## src/rtl/ex_mem_pipe_reg.sv

```systemverilog
// ex_mem_pipe_reg
//
// EX->MEM pipeline stage register with valid/ready flow control, a one-entry
// skid buffer, flush (bubble insertion) and a forwarding-status output.
//
// ex_ready depends only on the state register and rst. It never depends on
// mem_ready, so MEM stalls do not create a combinational path back into EX.
// The skid entry absorbs the one beat that EX may launch in the cycle
// mem_ready drops.
//
// Parameters
//   DATA_W  width of ALU result and store data
//   WREG_W  width of destination register index
//   CTRL_W  control bundle width (>= 4):
//             bit 0 MemtoReg, 1 RegWrite, 2 MemRead, 3 MemWrite, rest pass-through
//
// Ports
//   clk, rst        rising-edge clock; synchronous active-high reset
//   ex_valid        EX presents an instruction
//   ex_ready        stage can accept this cycle
//   ex_ctrl         control bundle from EX
//   ex_alu_res      ALU result / address from EX
//   ex_rdata2       store data from EX
//   ex_wreg         destination register from EX
//   flush           squash all held and incoming instructions
//   mem_valid       MEM-side instruction valid
//   mem_ready       MEM consumes this cycle
//   mem_ctrl        control bundle, forced to zero when not valid
//   mem_alu_res     held ALU result (main entry, shown regardless of valid)
//   mem_rdata2      held store data (main entry, shown regardless of valid)
//   mem_wreg        held destination register (main entry, shown regardless of valid)
//   mem_fwd_en      main entry is a valid forwarding source
//   occupancy       number of held entries, 0..2

module ex_mem_pipe_reg #(
  parameter int unsigned DATA_W = 32,
  parameter int unsigned WREG_W = 5,
  parameter int unsigned CTRL_W = 4
) (
  input  logic              clk,
  input  logic              rst,

  input  logic              ex_valid,
  output logic              ex_ready,
  input  logic [CTRL_W-1:0] ex_ctrl,
  input  logic [DATA_W-1:0] ex_alu_res,
  input  logic [DATA_W-1:0] ex_rdata2,
  input  logic [WREG_W-1:0] ex_wreg,

  input  logic              flush,

  output logic              mem_valid,
  input  logic              mem_ready,
  output logic [CTRL_W-1:0] mem_ctrl,
  output logic [DATA_W-1:0] mem_alu_res,
  output logic [DATA_W-1:0] mem_rdata2,
  output logic [WREG_W-1:0] mem_wreg,
  output logic              mem_fwd_en,
  output logic [1:0]        occupancy
);

  // Bit position of RegWrite in the control bundle.
  localparam int unsigned CtrlRegWrite = 1;

  typedef enum logic [1:0] {
    StEmpty = 2'd0,
    StFull  = 2'd1,
    StSkid  = 2'd2
  } state_e;

  state_e state_q, state_d;

  // Main entry: drives the mem_* outputs.
  logic [CTRL_W-1:0] main_ctrl_q, main_ctrl_d;
  logic [DATA_W-1:0] main_alu_q,  main_alu_d;
  logic [DATA_W-1:0] main_rd2_q,  main_rd2_d;
  logic [WREG_W-1:0] main_wreg_q, main_wreg_d;

  // Skid entry: holds the beat accepted while MEM was stalled.
  logic [CTRL_W-1:0] skid_ctrl_q, skid_ctrl_d;
  logic [DATA_W-1:0] skid_alu_q,  skid_alu_d;
  logic [DATA_W-1:0] skid_rd2_q,  skid_rd2_d;
  logic [WREG_W-1:0] skid_wreg_q, skid_wreg_d;

  logic in_fire;
  logic out_fire;

  // ---------------------------------------------------------------------------
  // Handshake
  // ---------------------------------------------------------------------------
  always_comb begin
    ex_ready  = !rst && (state_q != StSkid);
    mem_valid = (state_q != StEmpty);
    in_fire   = ex_valid && ex_ready;
    out_fire  = mem_valid && mem_ready;
  end

  // ---------------------------------------------------------------------------
  // Next-state and entry update
  // ---------------------------------------------------------------------------
  always_comb begin
    state_d     = state_q;
    main_ctrl_d = main_ctrl_q;
    main_alu_d  = main_alu_q;
    main_rd2_d  = main_rd2_q;
    main_wreg_d = main_wreg_q;
    skid_ctrl_d = skid_ctrl_q;
    skid_alu_d  = skid_alu_q;
    skid_rd2_d  = skid_rd2_q;
    skid_wreg_d = skid_wreg_q;

    if (flush) begin
      // Any beat accepted this cycle is dropped. Entry contents are left
      // untouched so that a squashed beat never shows up on mem_*.
      state_d = StEmpty;
    end else begin
      unique case (state_q)
        StEmpty: begin
          if (in_fire) begin
            state_d     = StFull;
            main_ctrl_d = ex_ctrl;
            main_alu_d  = ex_alu_res;
            main_rd2_d  = ex_rdata2;
            main_wreg_d = ex_wreg;
          end
        end

        StFull: begin
          if (out_fire && in_fire) begin
            main_ctrl_d = ex_ctrl;
            main_alu_d  = ex_alu_res;
            main_rd2_d  = ex_rdata2;
            main_wreg_d = ex_wreg;
          end else if (out_fire) begin
            state_d = StEmpty;
          end else if (in_fire) begin
            state_d     = StSkid;
            skid_ctrl_d = ex_ctrl;
            skid_alu_d  = ex_alu_res;
            skid_rd2_d  = ex_rdata2;
            skid_wreg_d = ex_wreg;
          end
        end

        StSkid: begin
          // ex_ready is low here, so only the output side can move.
          if (out_fire) begin
            state_d     = StFull;
            main_ctrl_d = skid_ctrl_q;
            main_alu_d  = skid_alu_q;
            main_rd2_d  = skid_rd2_q;
            main_wreg_d = skid_wreg_q;
          end
        end

        default: begin
          state_d = StEmpty;
        end
      endcase
    end
  end

  // ---------------------------------------------------------------------------
  // State registers (rst has priority over flush)
  // ---------------------------------------------------------------------------
  always_ff @(posedge clk) begin
    if (rst) begin
      state_q     <= StEmpty;
      main_ctrl_q <= '0;
      main_alu_q  <= '0;
      main_rd2_q  <= '0;
      main_wreg_q <= '0;
      skid_ctrl_q <= '0;
      skid_alu_q  <= '0;
      skid_rd2_q  <= '0;
      skid_wreg_q <= '0;
    end else begin
      state_q     <= state_d;
      main_ctrl_q <= main_ctrl_d;
      main_alu_q  <= main_alu_d;
      main_rd2_q  <= main_rd2_d;
      main_wreg_q <= main_wreg_d;
      skid_ctrl_q <= skid_ctrl_d;
      skid_alu_q  <= skid_alu_d;
      skid_rd2_q  <= skid_rd2_d;
      skid_wreg_q <= skid_wreg_d;
    end
  end

  // ---------------------------------------------------------------------------
  // MEM-side outputs
  // ---------------------------------------------------------------------------
  always_comb begin
    // A bubble must never assert RegWrite/MemRead/MemWrite or any extra bit.
    mem_ctrl    = mem_valid ? main_ctrl_q : '0;
    mem_alu_res = main_alu_q;
    mem_rdata2  = main_rd2_q;
    mem_wreg    = main_wreg_q;
    mem_fwd_en  = mem_valid && main_ctrl_q[CtrlRegWrite] && (main_wreg_q != '0);

    unique case (state_q)
      StEmpty: occupancy = 2'd0;
      StFull:  occupancy = 2'd1;
      StSkid:  occupancy = 2'd2;
      default: occupancy = 2'd0;
    endcase
  end

endmodule

```

## config.mk

```make
export PLATFORM = sky130hd
export DESIGN_NAME = ex_mem_pipe_reg
export DESIGN_NICKNAME = d
export VERILOG_FILES = /design/src/rtl/ex_mem_pipe_reg.sv
export SDC_FILE = /design/constraint.sdc
export NUM_CORES = 1
export LEC_CHECK = 0
export CORE_MARGIN = 8
export CORE_UTILIZATION = 54
export DETAILED_ROUTE_END_ITERATION = 6
export GPL_TIMING_DRIVEN = 1
export MAX_ROUTING_LAYER = met4
export PLACE_DENSITY = 0.94
export SYNTH_ARGS = -nofsm -noshare
export SYNTH_HDL_FRONTEND = slang
export SYNTH_SLANG_ARGS = --single-unit
```

## constraint.sdc

```tcl
create_clock -name clk -period 2.85 [get_ports clk]
set_input_delay 0.57 -clock clk [delete_from_list [all_inputs] [get_ports clk]]
set_output_delay 0.57 -clock clk [all_outputs]
set_load 0.02 [all_outputs]
```

==> results.toml <==
[pwr]
p_clk_frac = 0.444
sequentialPowerShare = 0.428
power.switching_uw = 1270
p_leak_uw = 0.00330
switching_share = 0.250
comb_power_share = 0.128
vdd_ir_drop_max_uv = 336
intPower_uw = 3810
power_density_nw_per_um2 = 579

[yosys]
synthTopCellsByArea = "dfxtp_1 (44%), mux2i_1 (11%), a311oi_1 (9.6%)"
synth.net_count = 791
synth.distinct_cells = 28
yosysSeqAreaShare = 0.443
synth_most_common_cell = "dfxtp_1"
syn_area_um2 = 6680
synth_top_cells_by_count = "dfxtp_1 (148), a21oi_1 (75), mux2i_1 (74)"
synth_compound_area_frac = 0.292
synth_top_cell_by_area = "dfxtp_1"
synth_top_area_share = 0.443
synth-xor-area-share = 0
yosysWarnings = 0
synth_edf_count = 0
syn_inst = 713
ys_ff_latch = 148
syn_area_per_cell_um2 = 9.37
async_reset_ff_frac = 0
synth_flop_cell = "dfxtp_1"
synth-adder-area-share = 0
synth_top_family_by_area = "compound AO/OA/AOI/OAI gates"
muxShareOfSynthArea = 0.111
synth-simple-area-share = 0.0757

[floorplanning]
coreArea_um2 = 12100
die_x_um = 127
die_h_um = 127
start_util = 0.554
rows = 40
die_area_um2 = 16200
io_pins = 156

[clock_tree]
cts_inserted_buffers = 17
root_buffer = "clkbuf_16"
insertion_delay_ns = 0.41
cts.path.max_buffers = 2
clkTransAtPathRegs_ns = 0.06
cts_sinks = 148
cts_tree = "built"
htreeDepth = 4
cts_hold_buf = 0

[setup_path]
r2r-end = "mem_wreg[3]"
cp-start-kind = "register"
crit_start = "state_q[0]"
cp_max_fo = 9
ff2ff_path_depth = 5
rr_startpoint = "state_q[0]"
end_kind = "output port"
cp.arrival_ns = 2.07
worstPathRequired_ns = 2.28
r2r_slack_ns = 0.43
crit_type = "reg -> out"

[sta]
rsz0062_at_grt = "false"
final_max_slew_viol_count = 0
min_period_over_period = 0.926
fmax_mhz = 379
holdWs_ns = 0.476
final-setup-viol-count = 0
hold_viol = 0
min_period_ns = 2.64
worst_pin_slew_ns = 0.877
slew_headroom = 0.416
tns_ns = 0
fin_skew_ns = 0.00919

[global_routing]
grt_overflow = 0
antenna_found_initial = 1
grt_pass1_wl_um = 32300
grt_pass1_vias = 6358
grt_max_degree = 85
globalRouteTotalUtil = 0.249

[cells_and_area]
area_growth_pct = 31.3
fin_nets = 888
final_cell_count_no_fill = 992
drive_gt1_frac = 0.0765

[hold_path]
whs_endpoint = "skid_rd2_q[4]"
min_from = "skid_rd2_q[4]"
holdPathStages = 2
hp-class = "reg -> reg"

[routing]
drtIter0Drc = 917
first_pass_iters = 5
vias_per_cell = 6.53
drt-wirelength-per-cell_um = 20.7
drc_errors = 0
ant_nets = 0
vias = 6477
drt_wl_total_um = 20600

[run_status]
status = "completed"

[placed_design]
portBuffers = 155
dpl.cell_count = 959
gp_congestion = 0.817
dp_hpwl_um = 13000

[run]
maxCapViolCount = 0
per-layer routing:
metal | up-vias | wire, µm | global-route usage
met5 | - | 0 | -
met3 | 48 | 1460 | 0.0507
met2 | 336 | 10300 | 0.413
met4 | 0 | 467 | 0.102
li1 | 2947 | - | -
met1 | 3146 | 8360 | 0.288
cells in the final DEF, fill, tap and decap left out, types with 3 or more instances in the layout:
cell	instances
clkdlybuf4s50_1	154
dfxtp_1	147
a21oi_1	75
mux2i_1	74
a311oi_1	73
a211oi_1	73
nand3_1	73
o21ai_0	64
clkbuf_16	17
buf_4	17
o21ai_1	9
nor2b_1	5
buf_12	5
nor2_1	4
clkinv_2	4
bufinv_16	3
clkinvlp_4	3
state kept, by name, summed over array words and instances (netlist names):
| signal | count |
|---|---|
| mem_alu_res | 32 |
| mem_rdata2 | 32 |
| skid_alu_q | 32 |
| skid_rd2_q | 32 |
| mem_wreg | 5 |
| skid_wreg_q | 5 |
| main_ctrl_q | 4 |
| skid_ctrl_q | 4 |
| state_q | 2 |
worst max-delay path by stage:
stage / to / slack (ns)
after detailed placement: main_ctrl_q[2] / 0.30
final: mem_fwd_en / 0.21
after CTS: mem_fwd_en / 0.06
after floorplan: ex_ready / 0.84
after global placement: mem_rdata2[1] / 0.35
after global routing: mem_fwd_en / 0.11
logic make-up after synthesis:
family                 count (synthesis)
AOI/OAI and AO/OA                    297
buffers and inverters                100
DFF                                  148
muxes                                 74
and+or+nand+nor                       94
per-stage QoR:
step                      cell area, µm²   util  setup slack [ns]  total power (µW)
final                               8770  0.727             0.211              5080
after global routing                8770  0.727             0.106              5220
after CTS                           8770  0.727            0.0603              5080
after detailed placement            8180  0.678             0.303              2860
after global placement              8180  0.678             0.354              2830
after floorplan                     6680      -             0.836              2540
critical path: stages (launching register included):
cell and delay (ns):
dfxtp_1 0.48, nor2_1 0.20, nor2b_1 0.24, o21a_1 0.15, clkdlybuf4s50_1 0.60
final cells by class:
type                            instances  area (µm²)
Timing Repair Buffer                  176        1770
Inverter                                2        7.51
Clock inverter                         13         159
Fill cell                             841        3290
Sequential cell                       148        2960
Multi-Input combinational cell        465        3230
Clock buffer                           19         433
Antenna cell                            1        2.50
Tap cell                              168         210
power groups by stage:
| stage | Combinational (µW) | Clock [µW] | Sequential (µW) |
|---|---|---|---|
| global route | 685 | 2360 | 2180 |
| detailed placement | 640 | 0 | 2220 |
| CTS | 643 | 2260 | 2170 |
| finish | 649 | 2250 | 2170 |
| floorplan | 269 | 0 | 2270 |
| global placement | 620 | 0 | 2210 |
timing repair:
item,in CTS,in global routing
resized for setup,0,1
setup endpoints to repair,0,1
setup buffers,0,0
(Power assumes the default switching activity.)
